### src/rtl/ins_sequencer.sv
// ins_sequencer: fetches instructions from SRAM and holds each on ins_data for its execution time.
// Define INS_SEQ_PREFETCH_EN to overlap the next fetch with the last EXEC cycle.
module ins_sequencer #(
  parameter int INSWIDTH = 19,
  parameter int INS_ADDRWIDTH = 10,
  parameter int CNTWIDTH = 8,
  parameter logic [INSWIDTH-1:0] NOP_WORD = 19'h60000
) (
  input  logic                     clk,
  input  logic                     rst_n,
  input  logic                     start,
  input  logic                     abort,
  input  logic [INS_ADDRWIDTH-1:0] cfg_base_addr,
  input  logic [CNTWIDTH-1:0]      cfg_mac_len,
  output logic                     ins_rd_en,
  output logic [INS_ADDRWIDTH-1:0] ins_addr,
  input  logic [INSWIDTH-1:0]      ins_rdata,
  output logic [INSWIDTH-1:0]      ins_data,
  output logic                     ins_valid,
  output logic                     busy,
  output logic                     done,
  output logic                     err_illegal
);
  localparam logic [2:0] IDLE = 3'd0, FETCH = 3'd1, WAIT = 3'd2, EXEC = 3'd3, DONE = 3'd4;
  localparam logic [2:0] OP_MAC_R = 3'b001, OP_END = 3'b100, OP_MULTI = 3'b101;
`ifdef INS_SEQ_PREFETCH_EN
  localparam logic PF = 1'b1;
`else
  localparam logic PF = 1'b0;
`endif
  logic [2:0] state_q, state_d;
  logic [INS_ADDRWIDTH-1:0] pc_q, pc_d, ins_addr_q, ins_addr_d;
  logic [CNTWIDTH-1:0] mac_len_q, mac_len_d, hold_q, hold_d;
  logic [INSWIDTH-1:0] ins_data_q, ins_data_d, exec_word;
  logic rd_en_q, rd_en_d, valid_q, valid_d, busy_q, busy_d, done_q, done_d, err_q, err_d;
  logic [2:0] op_q, op_r, op_x;
  assign op_q = ins_data_q[INSWIDTH-1:INSWIDTH-3];
  assign op_r = ins_rdata[INSWIDTH-1:INSWIDTH-3];
  assign op_x = exec_word[INSWIDTH-1:INSWIDTH-3];
  always_comb begin
    state_d = state_q;
    pc_d = pc_q;
    mac_len_d = mac_len_q;
    hold_d = hold_q;
    err_d = err_q;
    exec_word = ins_data_q;
    case (state_q)
      IDLE: if (start) begin
        state_d = FETCH;
        pc_d = cfg_base_addr;
        mac_len_d = (cfg_mac_len == '0) ? CNTWIDTH'(1) : cfg_mac_len;
        err_d = 1'b0;
      end
      FETCH: state_d = WAIT;
      WAIT: begin
        pc_d = pc_q + 1'b1;
        state_d = (op_r[2:1] == 2'b11) ? IDLE : EXEC;
        err_d = err_q | (op_r[2:1] == 2'b11);
        exec_word = ins_rdata;
        hold_d = (op_r == OP_MAC_R || op_r == OP_MULTI) ? mac_len_q - 1'b1 : '0;
      end
      EXEC: begin
        hold_d = (hold_q != '0) ? hold_q - 1'b1 : hold_q;
        state_d = (hold_q != '0) ? EXEC : (op_q == OP_END) ? DONE : PF ? WAIT : FETCH;
      end
      default: state_d = IDLE;
    endcase
    if (abort) state_d = IDLE;
    valid_d = state_d == EXEC;
    ins_data_d = valid_d ? exec_word : NOP_WORD;
    busy_d = state_d == FETCH || state_d == WAIT || state_d == EXEC;
    done_d = state_d == DONE;
    // with prefetch, the next read overlaps the final cycle of a non-END instruction
    rd_en_d = state_d == FETCH || (PF && valid_d && hold_d == '0 && op_x != OP_END);
    ins_addr_d = rd_en_d ? pc_d : ins_addr_q;
  end
  always_ff @(posedge clk) begin
    if (!rst_n) begin
      state_q <= IDLE;
      pc_q <= '0;
      mac_len_q <= '0;
      hold_q <= '0;
      ins_data_q <= NOP_WORD;
      ins_addr_q <= '0;
      rd_en_q <= 1'b0;
      valid_q <= 1'b0;
      busy_q <= 1'b0;
      done_q <= 1'b0;
      err_q <= 1'b0;
    end else begin
      state_q <= state_d;
      pc_q <= pc_d;
      mac_len_q <= mac_len_d;
      hold_q <= hold_d;
      ins_data_q <= ins_data_d;
      ins_addr_q <= ins_addr_d;
      rd_en_q <= rd_en_d;
      valid_q <= valid_d;
      busy_q <= busy_d;
      done_q <= done_d;
      err_q <= err_d;
    end
  end
  assign ins_rd_en = rd_en_q;
  assign ins_addr = ins_addr_q;
  assign ins_data = ins_data_q;
  assign ins_valid = valid_q;
  assign busy = busy_q;
  assign done = done_q;
  assign err_illegal = err_q;
endmodule

### config.mk
export PLATFORM = sky130hd
export DESIGN_NAME = ins_sequencer
export DESIGN_NICKNAME = d
export VERILOG_FILES = /design/src/rtl/ins_sequencer.sv
export SDC_FILE = /design/constraint.sdc
export NUM_CORES = 1
export LEC_CHECK = 0
export CAP_MARGIN = 10
export CELL_PAD_IN_SITES_DETAIL_PLACEMENT = 0
export CELL_PAD_IN_SITES_GLOBAL_PLACEMENT = 1
export CORE_MARGIN = 1
export CORE_UTILIZATION = 38
export DETAILED_ROUTE_END_ITERATION = 10
export GPL_TIMING_DRIVEN = 1
export PLACE_DENSITY_LB_ADDON = 0.1
export SETUP_SLACK_MARGIN = 0.2
export SKIP_LAST_GASP = 1
export SYNTH_ARGS = -nofsm -noshare
export SYNTH_HDL_FRONTEND = slang
export SYNTH_SLANG_ARGS = --single-unit
### constraint.sdc
create_clock -name clk -period 3.79 [get_ports clk]
set_clock_uncertainty 0.05 [all_clocks]
set_input_delay 0.758 -clock clk [delete_from_list [all_inputs] [get_ports clk]]
set_output_delay 0.758 -clock clk [all_outputs]
set_load 0.01 [all_outputs]
=== After elaboration in Yosys (flattened, before gate mapping) ===
Index checks and enable logic that the tools add are counted.

* Bits in registers: 63
* Bits in latches: 0
* Memory bits (writable): 0
* Bits in read-only memories: 0
* Input bits: 41
* Output and inout bits: 34
* Logic and storage cells: 54
* Memories: 0

* Add/subtract/negate cells: 3
* Multipliers: 0
* Div/mod/pow operators: 0
* Magnitude comparators: 0
* Equal/unequal tests: 13
* Shift-type cells: 0
* Muxes and demuxes: 14
* Bitwise gates (word level): 1
* Reductions and logical operators: 12

{| class="wikitable"
|+ Operator list
! kind !! count
|-
| 2-to-1 mux 8 bit || 3
|-
| one-hot mux 10 bit (2 select lines) || 1
|-
| one-hot mux 8 bit (2 select lines) || 1
|-
| subtractor 8 x 1 -> 8 bit, second input constant || 2
|-
| equality test 3 x 2 -> 1 bit, second input constant || 4
|-
| 2-to-1 mux 3 bit || 4
|-
| one-hot mux 3 bit (4 select lines) || 1
|-
| adder 10 x 1 -> 10 bit, second input constant || 1
|-
| 2-to-1 mux 10 bit || 1
|-
| equality test 3 x 1 -> 1 bit, second input constant || 3
|-
| equality test 3 bit, second input constant || 3
|-
| logical NOT 8 bit || 1
|-
| AND reduction 2 bit || 4
|-
| nonzero test 8 bit || 1
|-
| != test 2 bit, second input constant || 2
|-
| nonzero test 2 bit || 2
|-
| logical NOT 3 bit || 1
|-
| logical OR 1 bit || 3
|-
| equality test 2 bit, second input constant || 1
|-
| 2-to-1 mux 2 bit || 1
|-
| one-hot mux 1 bit (2 select lines) || 1
|-
| 2-to-1 mux 1 bit || 1
|-
| bitwise OR 1 bit || 1
|}

=== Depth between registers and ports, before layout ===
* Word-level depth: 8
* Gate-level depth with buffers: 8

=== Least setup slack after synthesis ===
No wires, ideal clock.

* Kind: in2reg
* From: input start
* To: register ins_data_q[10] (netlist: ins_data[10])
* Library setup time: 115 ps
* Data arrival time: 2027 ps
* Slack: 1598 ps
* Stages: 7
* Path buffers: 2
* Path through: or2_2 -> and3_1 -> o31ai_1 -> or4_1 -> buf_2 -> buf_6 -> a21oi_2

* Cells in the longest elaborated chain, start to end: 5

{| class="wikitable"
|+ RTL lines
! item !! line !! source
|-
| start, declared || 11 || <nowiki>input logic start,</nowiki>
|-
| 2-to-1 mux 3 bit || 48 || <nowiki>IDLE: if (start) begin</nowiki>
|-
| one-hot mux 3 bit (4 select lines) || 47 || <nowiki>case (state_q)</nowiki>
|-
| 2-to-1 mux 3 bit || 68 || <nowiki>if (abort) state_d = IDLE;</nowiki>
|-
| equality test 3 x 2 -> 1 bit || 69 || <nowiki>valid_d = state_d == EXEC;</nowiki>
|-
| AND reduction 2 bit (no line) || n/a ||
|-
| end signal, assigned || 95 || <nowiki>ins_data_q <= ins_data_d;</nowiki>
|-
| end, declared || 34 || <nowiki>logic [INSWIDTH-1:0] ins_data_q, ins_data_d, exec_word;</nowiki>
|}

No other way between the ends.
A chain may end at the register's enable or synchronous reset.

=== Worst setup path after layout ===
* From: register state_q[0]
* To: register ins_data_q[18] (netlist: ins_data[18])

* Cells in the longest elaborated chain, start to end: 5
* Elaborated cells on any way between the ends: 9

{| class="wikitable"
|+ RTL lines
! item !! line !! source
|-
| start, declared || 31 || <nowiki>logic [2:0] state_q, state_d;</nowiki>
|-
| start signal, assigned || 91 || <nowiki>state_q <= state_d;</nowiki>
|-
| equality test 3 x 2 -> 1 bit, or another cell as far along || 47 ||
|-
| one-hot mux 3 bit (4 select lines) || 47 ||
|-
| 2-to-1 mux 3 bit || 68 ||
|-
| equality test 3 x 2 -> 1 bit || 69 ||
|-
| AND reduction 2 bit (no line) || n/a ||
|}

Several ways; a longest one is shown, not always the timed one.

==> out/metrics.csv <==
stage,metric,value,unit
finish,fin_nets,489,
timing,setup_viol_count_final,0,
yosys,synth_area_per_cell,8.06,µm²
yosys,syn-num-nets,419,
timing,tightest_slew,0.981,ns
timing,fin_crit_sh,70.3,%
clocking,cts_tree,done,
yosys,yosys-top-cells-area,"dfxtp_1 (42%), nand2_1 (7.6%), a21oi_1 (6.5%), o21ai_0 (3.8%), a21oi_2 (3.2%)",
setup_path,r2r_end,ins_data[18],
floorplan,die_area,0.00830,mm²
clocking,holdBufCountCts,0,
finish,multi_input_area,0.00161,mm²
yosys,synth_top_area_share,41.8,%
worst_hold_path,min_path_type,flip-flop to flip-flop,
clocking,path_clk_slew,0.07,ns
floorplan,ioPinCount,75,
yosys,synth_top_area_cell,dfxtp_1,
clocking,htree_levels,3,
route,routed_wl,7970,µm
route,drtIter0Drc,206,
timing,rsz0062_at_grt,no,
yosys,yosys.cell_count.top_type,dfxtp_1,
worst_hold_path,worstHoldPathCells,2,
job,drv_cap,0,
placed_design,place_hpwl,5420,µm
setup_path,worstPathRequired,3.96,ns
worst_hold_path,hp-start,ins_data[6],
floorplan,num_rows,32,
route,first_pass_iters,4,
finish,n_fill_cell,781,
finish,syn_to_final_growth,33.7,%
yosys,synth-seq-cells,63,
timing,fin_crit,2.67,ns
clocking,post_cts_resized,0,
clocking,root_buffer,clkbuf_8,
timing,finalSetupTns,0,ns
global_routing,grt_util_met2,30.5,%
yosys,postSynthCellCount,374,
route,postRouteAntennaNets,0,
finish,final_core_util,52.4,%
timing,relSlewSlack,33.7,%
setup_path,crit_type,flip-flop to flip-flop,
global_routing,grt-busiest-layer,met2,
floorplan,initial_utilization,39.2,%
timing,timing.final.ws_setup,1.12,ns
placed_design,dp_slack,0.906,ns
yosys,synthDistinctLibCells,53,
setup_path,startpoint_type,flip-flop,
global_routing,gr-usage-met1,27.0,%
floorplan,die_w,91.1,µm
finish,fin_cells,550,
global_routing,use_met3,3.77,%
setup_path,cp-end-kind,flip-flop,
setup_path,critPathArrivalTime,2.84,ns
global_routing,grt_pass1_wl,13100,µm
clocking,cts_num_sinks,63,
power_and_ir_drop,powerDensity,375,mW/mm²
floorplan,core,0.00769,mm²
yosys,synthesis.area,0.00302,mm²
setup_path,critPathMaxFanout,18,
clocking,cts_buffers,9,
clocking,postCtsSetupRepairBufs,0,
route,drc_errors,0,
outcome,status,"finished, final reports clean",
timing,final_hold_viol_count,0,
global_routing,grt_max_degree,23,
timing,max_freq,375,MHz
route,wire_per_inst,14.5,µm
power_and_ir_drop,peakVddDrop,0.000161,V
setup_path,r2r_cells,7,
clocking,clk_latency,0.35,ns
placed_design,portBuffers,74,
worst_hold_path,hold_end,ins_data[6],
setup_path,rr_startpoint,state_q[0],
yosys,yosys_most_used_dff,dfxtp_1,
global_routing,grt_overflow_total,0,
setup_path,ff2ff_setup_slack,1.12,ns
clocking,clock_path_buffers,2,
timing,drv_slew,0,
placed_design,place_congestion,0.825,
yosys,ys_async_sr_fraction,0,%
global_routing,grt_antenna_before_repair,0,
yosys,yosysSeqAreaShare,41.8,%
yosys,synth_commonest_cells,"dfxtp_1 (63), nand2_1 (61), a21oi_1 (39)",
finish,drive_gt1_share,9.60,%
yosys,synth_edf_count,0,
finish,diodes,0,
placed_design,dp_cells,535,
route,via_per_inst,5.25,
finish,ff_latch_area,0.00126,mm²
power_and_ir_drop,cellLeakagePower,1.43,nW
yosys,yosysWarnings,0,
global_routing,track_usage,19.8,%
global_routing,grt_pass1_vias,2647,
floorplan,die_h,91.1,µm
route,vias,2887,
## sequential cells by signal, summed over array words and instances (netlist names)
register     cells
busy             1
ins_data        19
ins_valid        1
hold_q           8
ins_rd_en        1
mac_len_q        8
done             1
err_illegal      1
state_q          3
pc_q            10
ins_addr        10
## placed cells by master, fill, tap and decap left out, types with 3 or more instances in the layout
| cell | instances |
|---|---|
| dfxtp_1 | 63 |
| ha_1 | 4 |
| a21oi_1 | 39 |
| clkbuf_8 | 11 |
| or4_1 | 3 |
| buf_4 | 8 |
| nor4_1 | 4 |
| nor2_1 | 22 |
| o21ai_0 | 23 |
| and2_1 | 4 |
| o22ai_1 | 5 |
| o22a_1 | 4 |
| nand2b_1 | 5 |
| mux2i_1 | 3 |
| inv_1 | 9 |
| nand2_1 | 61 |
| xnor2_1 | 5 |
| a211oi_1 | 3 |
| and3_1 | 9 |
| clkdlybuf4s50_1 | 74 |
| nor3_1 | 15 |
| and4_1 | 3 |
| a21oi_2 | 11 |
| nand4_1 | 4 |
| or3_1 | 4 |
| nand3_1 | 10 |
| o32ai_1 | 3 |
## worst max path at each step
stage	end	from
finish	ins_data[18]	state_q[0]
global route	ins_data[18]	state_q[0]
CTS	ins_data[18]	state_q[0]
detailed placement	ins_data[18]	start
global placement	ins_data[18]	start
floorplan	ins_data[10]	start
## stage by stage
| step | hold slack (ns) | power (W) | cell area [µm²] |
|---|---|---|---|
| 2_1_floorplan | 0.389 | 0.000838 | 3020 |
| 3_3_place_gp | 0.391 | 0.000932 | 3830 |
| 3_5_place_dp | 0.399 | 0.000932 | 3830 |
| 4_1_cts | 0.409 | 0.00153 | 4030 |
| 5_1_grt | 0.423 | 0.00158 | 4030 |
| 6_report | 0.406 | 0.00151 | 4030 |
## critical path, stage by stage, from the launching register on
cell	delay, ns
dfxtp_1	0.42
nor2_1	0.79
and3_1	0.30
o31ai_1	0.09
or4_1	0.48
buf_4	0.23
inv_1	0.11
nand3_1	0.07
## cell families after synthesis
family                     count (synthesis)  synth area share [%]
muxes                                      5                  1.74
AOI/OAI and AO/OA                        105                  21.9
buffers and inverters                     33                  4.94
and+or+nand+nor                          158                  26.2
adders and majority gates                  4                  1.66
xor gates and xnor gates                   6                  1.74
DFF                                       63                  41.8
## cell type report
cell class,count,share of cell area [%]
inverter,10,0.931
timing repair buffer,82,19.9
sequential,63,31.3
tap,102,3.17
clock buffer,12,3.85
clock inverter,3,1.06
multi-input combinational,278,39.8
## power by group
group / total [W] / leakage [nW] / switching (W) / internal, W
clock: 0.000593 / 0.0985 / 0.000257 / 0.000335
combinational: 0.000208 / 0.823 / 0.0000990 / 0.000109
sequential: 0.000711 / 0.513 / 0.0000247 / 0.000686
total: 0.00151 / 1.43 / 0.000381 / 0.00113
## routing by layer
metal,up-vias,routed length (µm)
met5,-,0
met4,0,130
met3,13,501
met2,86,3410
met1,1311,3920
li1,1477,-
Note: power is estimated with default switching activity, not from simulation.
